[config.mk]
export PLATFORM = sky130hd
export DESIGN_NAME = mult_share_ctrl
export DESIGN_NICKNAME = d
export VERILOG_FILES = /design/src/rtl/mult_share_ctrl.sv
export SDC_FILE = /design/constraint.sdc
export NUM_CORES = 1
export LEC_CHECK = 0
export CAP_MARGIN = 20
export CORE_UTILIZATION = 25
export DETAILED_ROUTE_END_ITERATION = 16
export SLEW_MARGIN = 0
export SYNTH_ARGS = -nofsm -noshare
export SYNTH_HDL_FRONTEND = slang
export SYNTH_SLANG_ARGS = --single-unit
export TNS_END_PERCENT = 30
[constraint.sdc]
create_clock -name clk -period 1.5 [get_ports clk]
set_input_delay 0.15 -clock clk [delete_from_list [all_inputs] [get_ports clk]]
set_output_delay 0.15 -clock clk [all_outputs]
set_load 0.02 [all_outputs]
[src/rtl/mult_share_ctrl.sv]
// Round-robin controller sharing one start/done sequential multiplier among NREQ requesters.
// Optional engine watchdog is compiled in when MULT_TIMEOUT_EN is defined.
module mult_share_ctrl #(
    parameter int NREQ    = 4,
    parameter int WIDTH   = 8,
    parameter int TIMEOUT = 64
) (
    input  logic                       clk,
    input  logic                       reset,
    input  logic [NREQ-1:0]            req,
    input  logic [NREQ*WIDTH-1:0]      req_a,
    input  logic [NREQ*WIDTH-1:0]      req_b,
    output logic [NREQ-1:0]            gnt,
    output logic                       resp_valid,
    input  logic                       resp_ready,
    output logic [$clog2(NREQ)-1:0]    resp_id,
    output logic [2*WIDTH-1:0]         resp_product,
    output logic                       resp_err,
    output logic                       mul_reset,
    output logic                       mul_start,
    output logic [WIDTH-1:0]           mul_a,
    output logic [WIDTH-1:0]           mul_b,
    input  logic [2*WIDTH-1:0]         mul_product,
    input  logic                       mul_done,
    output logic [2:0]                 state_dbg
);
    localparam int IDW = $clog2(NREQ);

    if (NREQ < 2 || NREQ > 8 || TIMEOUT < 1) begin : g_param_check
        $error("mult_share_ctrl: NREQ must be 2..8 and TIMEOUT at least 1");
    end

    // Result handshake: resp_valid rises with resp_id/resp_product/resp_err stable and
    // holds them unchanged until an edge where resp_valid && resp_ready, which retires it.
    typedef enum logic [2:0] {
        IDLE  = 3'd0,
        ISSUE = 3'd1,
        WAIT  = 3'd2,
        RESP  = 3'd3,
        CLEAR = 3'd4
    } state_t;

    state_t               state, state_d;
    logic [IDW-1:0]       last, last_d;
    logic [IDW-1:0]       id_d;
    logic [IDW-1:0]       win, cand;
    logic                 found;
    logic [WIDTH-1:0]     a_d, b_d;
    logic [2*WIDTH-1:0]   prod_d;
    logic [NREQ-1:0]      gnt_d;
    logic                 start_d, valid_d, mreset_d;
    logic                 armed, armed_d;

`ifdef MULT_TIMEOUT_EN
    localparam int CW = $clog2(TIMEOUT + 1);
    logic [CW-1:0]        wd_cnt, wd_cnt_d;
    logic                 err_q, err_d;
`endif

    // Search order is last+1, last+2, ... wrapping, so the previous winner goes last.
    always_comb begin : rr_pick
        win   = '0;
        cand  = '0;
        found = 1'b0;
        for (int k = 1; k <= NREQ; k++) begin
            cand = IDW'((int'(last) + k) % NREQ);
            if (!found && req[cand]) begin
                found = 1'b1;
                win   = cand;
            end
        end
    end

    always_comb begin : next_state
        state_d  = state;
        last_d   = last;
        id_d     = resp_id;
        a_d      = mul_a;
        b_d      = mul_b;
        prod_d   = resp_product;
        gnt_d    = '0;
        start_d  = 1'b0;
        valid_d  = 1'b0;
        mreset_d = 1'b0;
        armed_d  = armed;
`ifdef MULT_TIMEOUT_EN
        wd_cnt_d = wd_cnt;
        err_d    = err_q;
`endif
        case (state)
            IDLE: begin
                if (found) begin
                    state_d    = ISSUE;
                    last_d     = win;
                    id_d       = win;
                    a_d        = req_a[win*WIDTH +: WIDTH];
                    b_d        = req_b[win*WIDTH +: WIDTH];
                    gnt_d[win] = 1'b1;
                    start_d    = 1'b1;
                end
            end
            ISSUE: begin
                state_d  = WAIT;
                armed_d  = 1'b0;
`ifdef MULT_TIMEOUT_EN
                wd_cnt_d = '0;
`endif
            end
            WAIT: begin
                // The engine may still show done from before start was seen, so skip one cycle.
                armed_d = 1'b1;
`ifdef MULT_TIMEOUT_EN
                wd_cnt_d = wd_cnt + 1'b1;
`endif
                if (armed && mul_done) begin
                    state_d = RESP;
                    prod_d  = mul_product;
                    valid_d = 1'b1;
`ifdef MULT_TIMEOUT_EN
                    err_d   = 1'b0;
`endif
                end
`ifdef MULT_TIMEOUT_EN
                else if (wd_cnt == CW'(TIMEOUT - 1)) begin
                    state_d = RESP;
                    prod_d  = '0;
                    valid_d = 1'b1;
                    err_d   = 1'b1;
                end
`endif
            end
            RESP: begin
                if (resp_ready) begin
                    state_d  = CLEAR;
                    mreset_d = 1'b1;
                end else begin
                    valid_d  = 1'b1;
                end
            end
            CLEAR: begin
                state_d = IDLE;
            end
            default: begin
                state_d = IDLE;
            end
        endcase
    end

    always_ff @(posedge clk) begin
        if (reset) begin
            state        <= IDLE;
            last         <= IDW'(NREQ - 1);
            resp_id      <= '0;
            mul_a        <= '0;
            mul_b        <= '0;
            resp_product <= '0;
            gnt          <= '0;
            mul_start    <= 1'b0;
            resp_valid   <= 1'b0;
            mul_reset    <= 1'b1;
            armed        <= 1'b0;
`ifdef MULT_TIMEOUT_EN
            wd_cnt       <= '0;
            err_q        <= 1'b0;
`endif
        end else begin
            state        <= state_d;
            last         <= last_d;
            resp_id      <= id_d;
            mul_a        <= a_d;
            mul_b        <= b_d;
            resp_product <= prod_d;
            gnt          <= gnt_d;
            mul_start    <= start_d;
            resp_valid   <= valid_d;
            mul_reset    <= mreset_d;
            armed        <= armed_d;
`ifdef MULT_TIMEOUT_EN
            wd_cnt       <= wd_cnt_d;
            err_q        <= err_d;
`endif
        end
    end

`ifdef MULT_TIMEOUT_EN
    assign resp_err = err_q;
`else
    assign resp_err = 1'b0;
`endif

    assign state_dbg = state;

endmodule

==> reports/metrics.cfg <==
[clock_network]
cts_tree = built
clk_path_buf_depth = 2
clkTransAtPathRegs_ns = 0.09
clk_latency_ns = 0.30
ctsHtreeMaxLevel = 2
clock-sinks = 47
hold_buffers = 0
root_buffer = clkbuf_8
cts_buffers = 5

[global_routing]
overflow = 0
grt_first_pass_wirelength_um = 12600
grt_usage = 0.160
grt_pass1_vias = 2547
antenna_found_initial = 0
grt_max_degree = 27

[sta]
max_freq_mhz = 659
hold_viol_final = 0
fin_ws_ns = -0.0166
drv_slew = 0
clock_skew_ns = 0.00945
finalSetupViolCount = 9
min_period_ns = 1.52
finalCritPeriodShare = 1.01
rsz0062_at_grt = yes

[routing]
vias_per_cell = 4.82
vias = 2542
first_pass_iters = 4
routed_wl_um = 7890
drcViolationCount = 0
initialDrtViolationCount = 80
dr_wl_met3_um = 493
ant_nets = 0
topRoutingLayerUsed = met4
wl_met1_um = 3510
wl_met2_um = 3780
post_drt_wl_per_cell_um = 15.0

[setup_path]
end_kind = flop
regToRegStartpoint = last[1]
critPathLaunch = last[1]
crit_arrival_ns = 1.71
reg2reg_depth = 5
crit_type = reg2reg
path_max_fanout = 17
critPathLaunchType = flop
cp.required_ns = 1.69
reg2reg_setup_slack_ns = -0.02
r2r-end = mul_b[4]

[cells_and_area]
drive_gt1_frac = 0.200
nets = 504
multi_input_area_um2 = 1330
fill_cells = 914
fin_area_um2 = 4220
regArea_um2 = 947
synthToLayoutAreaGrowth_pct = 79.1
antennaDiodeCount = 0

[synth]
ys.flop_type = dfxtp_1
postSynth.asyncResetShare = 0
syn_area_um2 = 2350
ys_seq_area_frac = 0.400
ys_seq_elements = 47
avgSynthCellArea_um2 = 8.65
synth_cells = 272
synthDistinctLibCells = 44
synth_edf_count = 0
synth_nets = 360
synth.yosys.warnings = 0

[status]
outcome = finished with violations
violations = setup timing

[power_and_ir_drop]
power.total_uw = 4030
p_leak_uw = 0.00155
p_per_area_nw_per_um2 = 956
ir_drop_v = 0.000428

[floorplan]
rows = 35
die-width_um = 99.0
fp.dieArea_um2 = 9810
top_level_ports = 133
fp.dieH_um = 99.0
initial_core_util = 0.256
core-area_um2 = 9200

[worst_hold_path]
worstHoldEndpoint = resp_product[15]
min_path_type = in2reg
worstHoldStart = mul_product[15]
min_path_cells = 3

[placement]
io_buffers = 131
place_congestion = 0.779
dpl_cell_area_um2 = 3910
place_hpwl_um = 5650

[job]
max-cap-violations = 0

-- synthesized netlist by cell type (2+ instances only) --
cell type	instances	area (um2)
o21ai_1	3	15.0
a221oi_1	15	131
buf_6	10	113
nor3_1	3	15.0
nor3_2	2	20.0
o21bai_1	12	90.1
a31oi_1	17	106
nand2_1	55	206
o21bai_2	9	101
a211oi_1	2	15.0
buf_4	5	37.5
nor2_1	8	30.0
a21oi_1	21	105
dfxtp_1	47	941
clkbuf_1	6	22.5
and3b_1	2	17.5
o21ai_0	16	80.1
inv_1	2	7.51
buf_8	2	30.0
o21a_1	3	22.5
nand2b_1	5	31.3
buf_2	5	25.0
-- how the worst max path moves through the flow --
stage          slack, ns  endpoint
2_1_floorplan      -0.03  mul_a[1]
5_1_grt            -0.09  mul_a[1]
4_1_cts            -0.05  mul_a[2]
3_3_place_gp       -0.38  mul_b[5]
6_report           -0.02  mul_b[4]
3_5_place_dp       -0.44  mul_b[6]
-- cells by family after synthesis --
| kind of cell | Yosys count | share of synthesized area |
|---|---|---|
| AOI/OAI and AO/OA | 107 | 0.323 |
| muxes | 1 | 0.00425 |
| buffers and inverters | 30 | 0.0999 |
| and+or+nand+nor | 86 | 0.171 |
| DFF | 47 | 0.400 |
| other | 1 | 0.00159 |
-- where the power goes --
part	internal (uW)	switching, uW	total, uW
Sequential	1390	93.0	1480
Combinational	883	755	1640
Clock	489	421	910
Total	2760	1270	4030
-- placed cells by master, fill, tap and decap left out, types with 3 or more instances in the layout --
| master | instances |
|---|---|
| buf_6 | 3 |
| o21bai_1 | 12 |
| a221oi_2 | 14 |
| dlygate4sd2_1 | 6 |
| o21ai_1 | 3 |
| clkbuf_8 | 5 |
| nand2_1 | 54 |
| a31oi_1 | 17 |
| nand2b_1 | 4 |
| nor3_1 | 3 |
| o21a_1 | 3 |
| nor2_1 | 8 |
| a21oi_1 | 21 |
| o21ai_0 | 16 |
| clkdlybuf4s50_1 | 124 |
| dfxtp_1 | 44 |
| o21bai_2 | 8 |
| buf_12 | 7 |
| buf_4 | 23 |
-- layout make-up --
class                      count  share of cell area
sequential                    47               0.225
tap                          111              0.0329
clock inverter                 1             0.00712
timing repair buffer         165               0.400
multi-input combinational    195               0.316
inverter                       2             0.00178
clock buffer                   6              0.0172
-- routing by layer --
metal | vias up | GRT usage
met1 | 1178 | 0.203
met4 | 0 | 0.0436
met5 | - | 0
met3 | 9 | 0.0348
met2 | 92 | 0.273
li1 | 1263 | -
-- timing repair --
| item | 4_1_cts | 5_1_grt |
|---|---|---|
| pin swaps | 4 | 2 |
| endpoints found under the setup margin | 21 | 19 |
| endpoints found under the hold margin | 0 | 0 |
| cloned | 1 | 0 |
| resized for setup | 19 | 16 |
| buffers inserted | 1 | 0 |
-- state kept, by name (all words and copies together) (netlist names) --
name / cells
resp_product: 16
mul_a: 8
mul_b: 8
gnt: 4
state_dbg: 3
last: 2
resp_id: 2
armed: 1
mul_reset: 1
mul_start: 1
resp_valid: 1
-- through the flow --
| stage | worst slack (ns) | util | hold slack (ns) | TNS, ns | cells |
|---|---|---|---|---|---|
| after floorplan | -0.0270 | - | 0.249 | -0.216 | 272 |
| after global placement | -0.381 | 0.425 | 0.441 | -8.45 | 518 |
| after detailed placement | -0.437 | 0.425 | 0.447 | -9.35 | 518 |
| after CTS | -0.0450 | 0.447 | 0.385 | -0.389 | 527 |
| after global routing | -0.0896 | 0.458 | 0.386 | -1.06 | 527 |
| final | -0.0166 | 0.458 | 0.396 | -0.0763 | 527 |
-- critical path: stages (launching register included) --
cell and delay, ns:
dfxtp_4 0.37, o21bai_4 0.17, a311o_1 0.35, buf_12 0.18, a221oi_2 0.24, a31oi_1 0.11
Note: power is estimated with default switching activity, not from simulation.
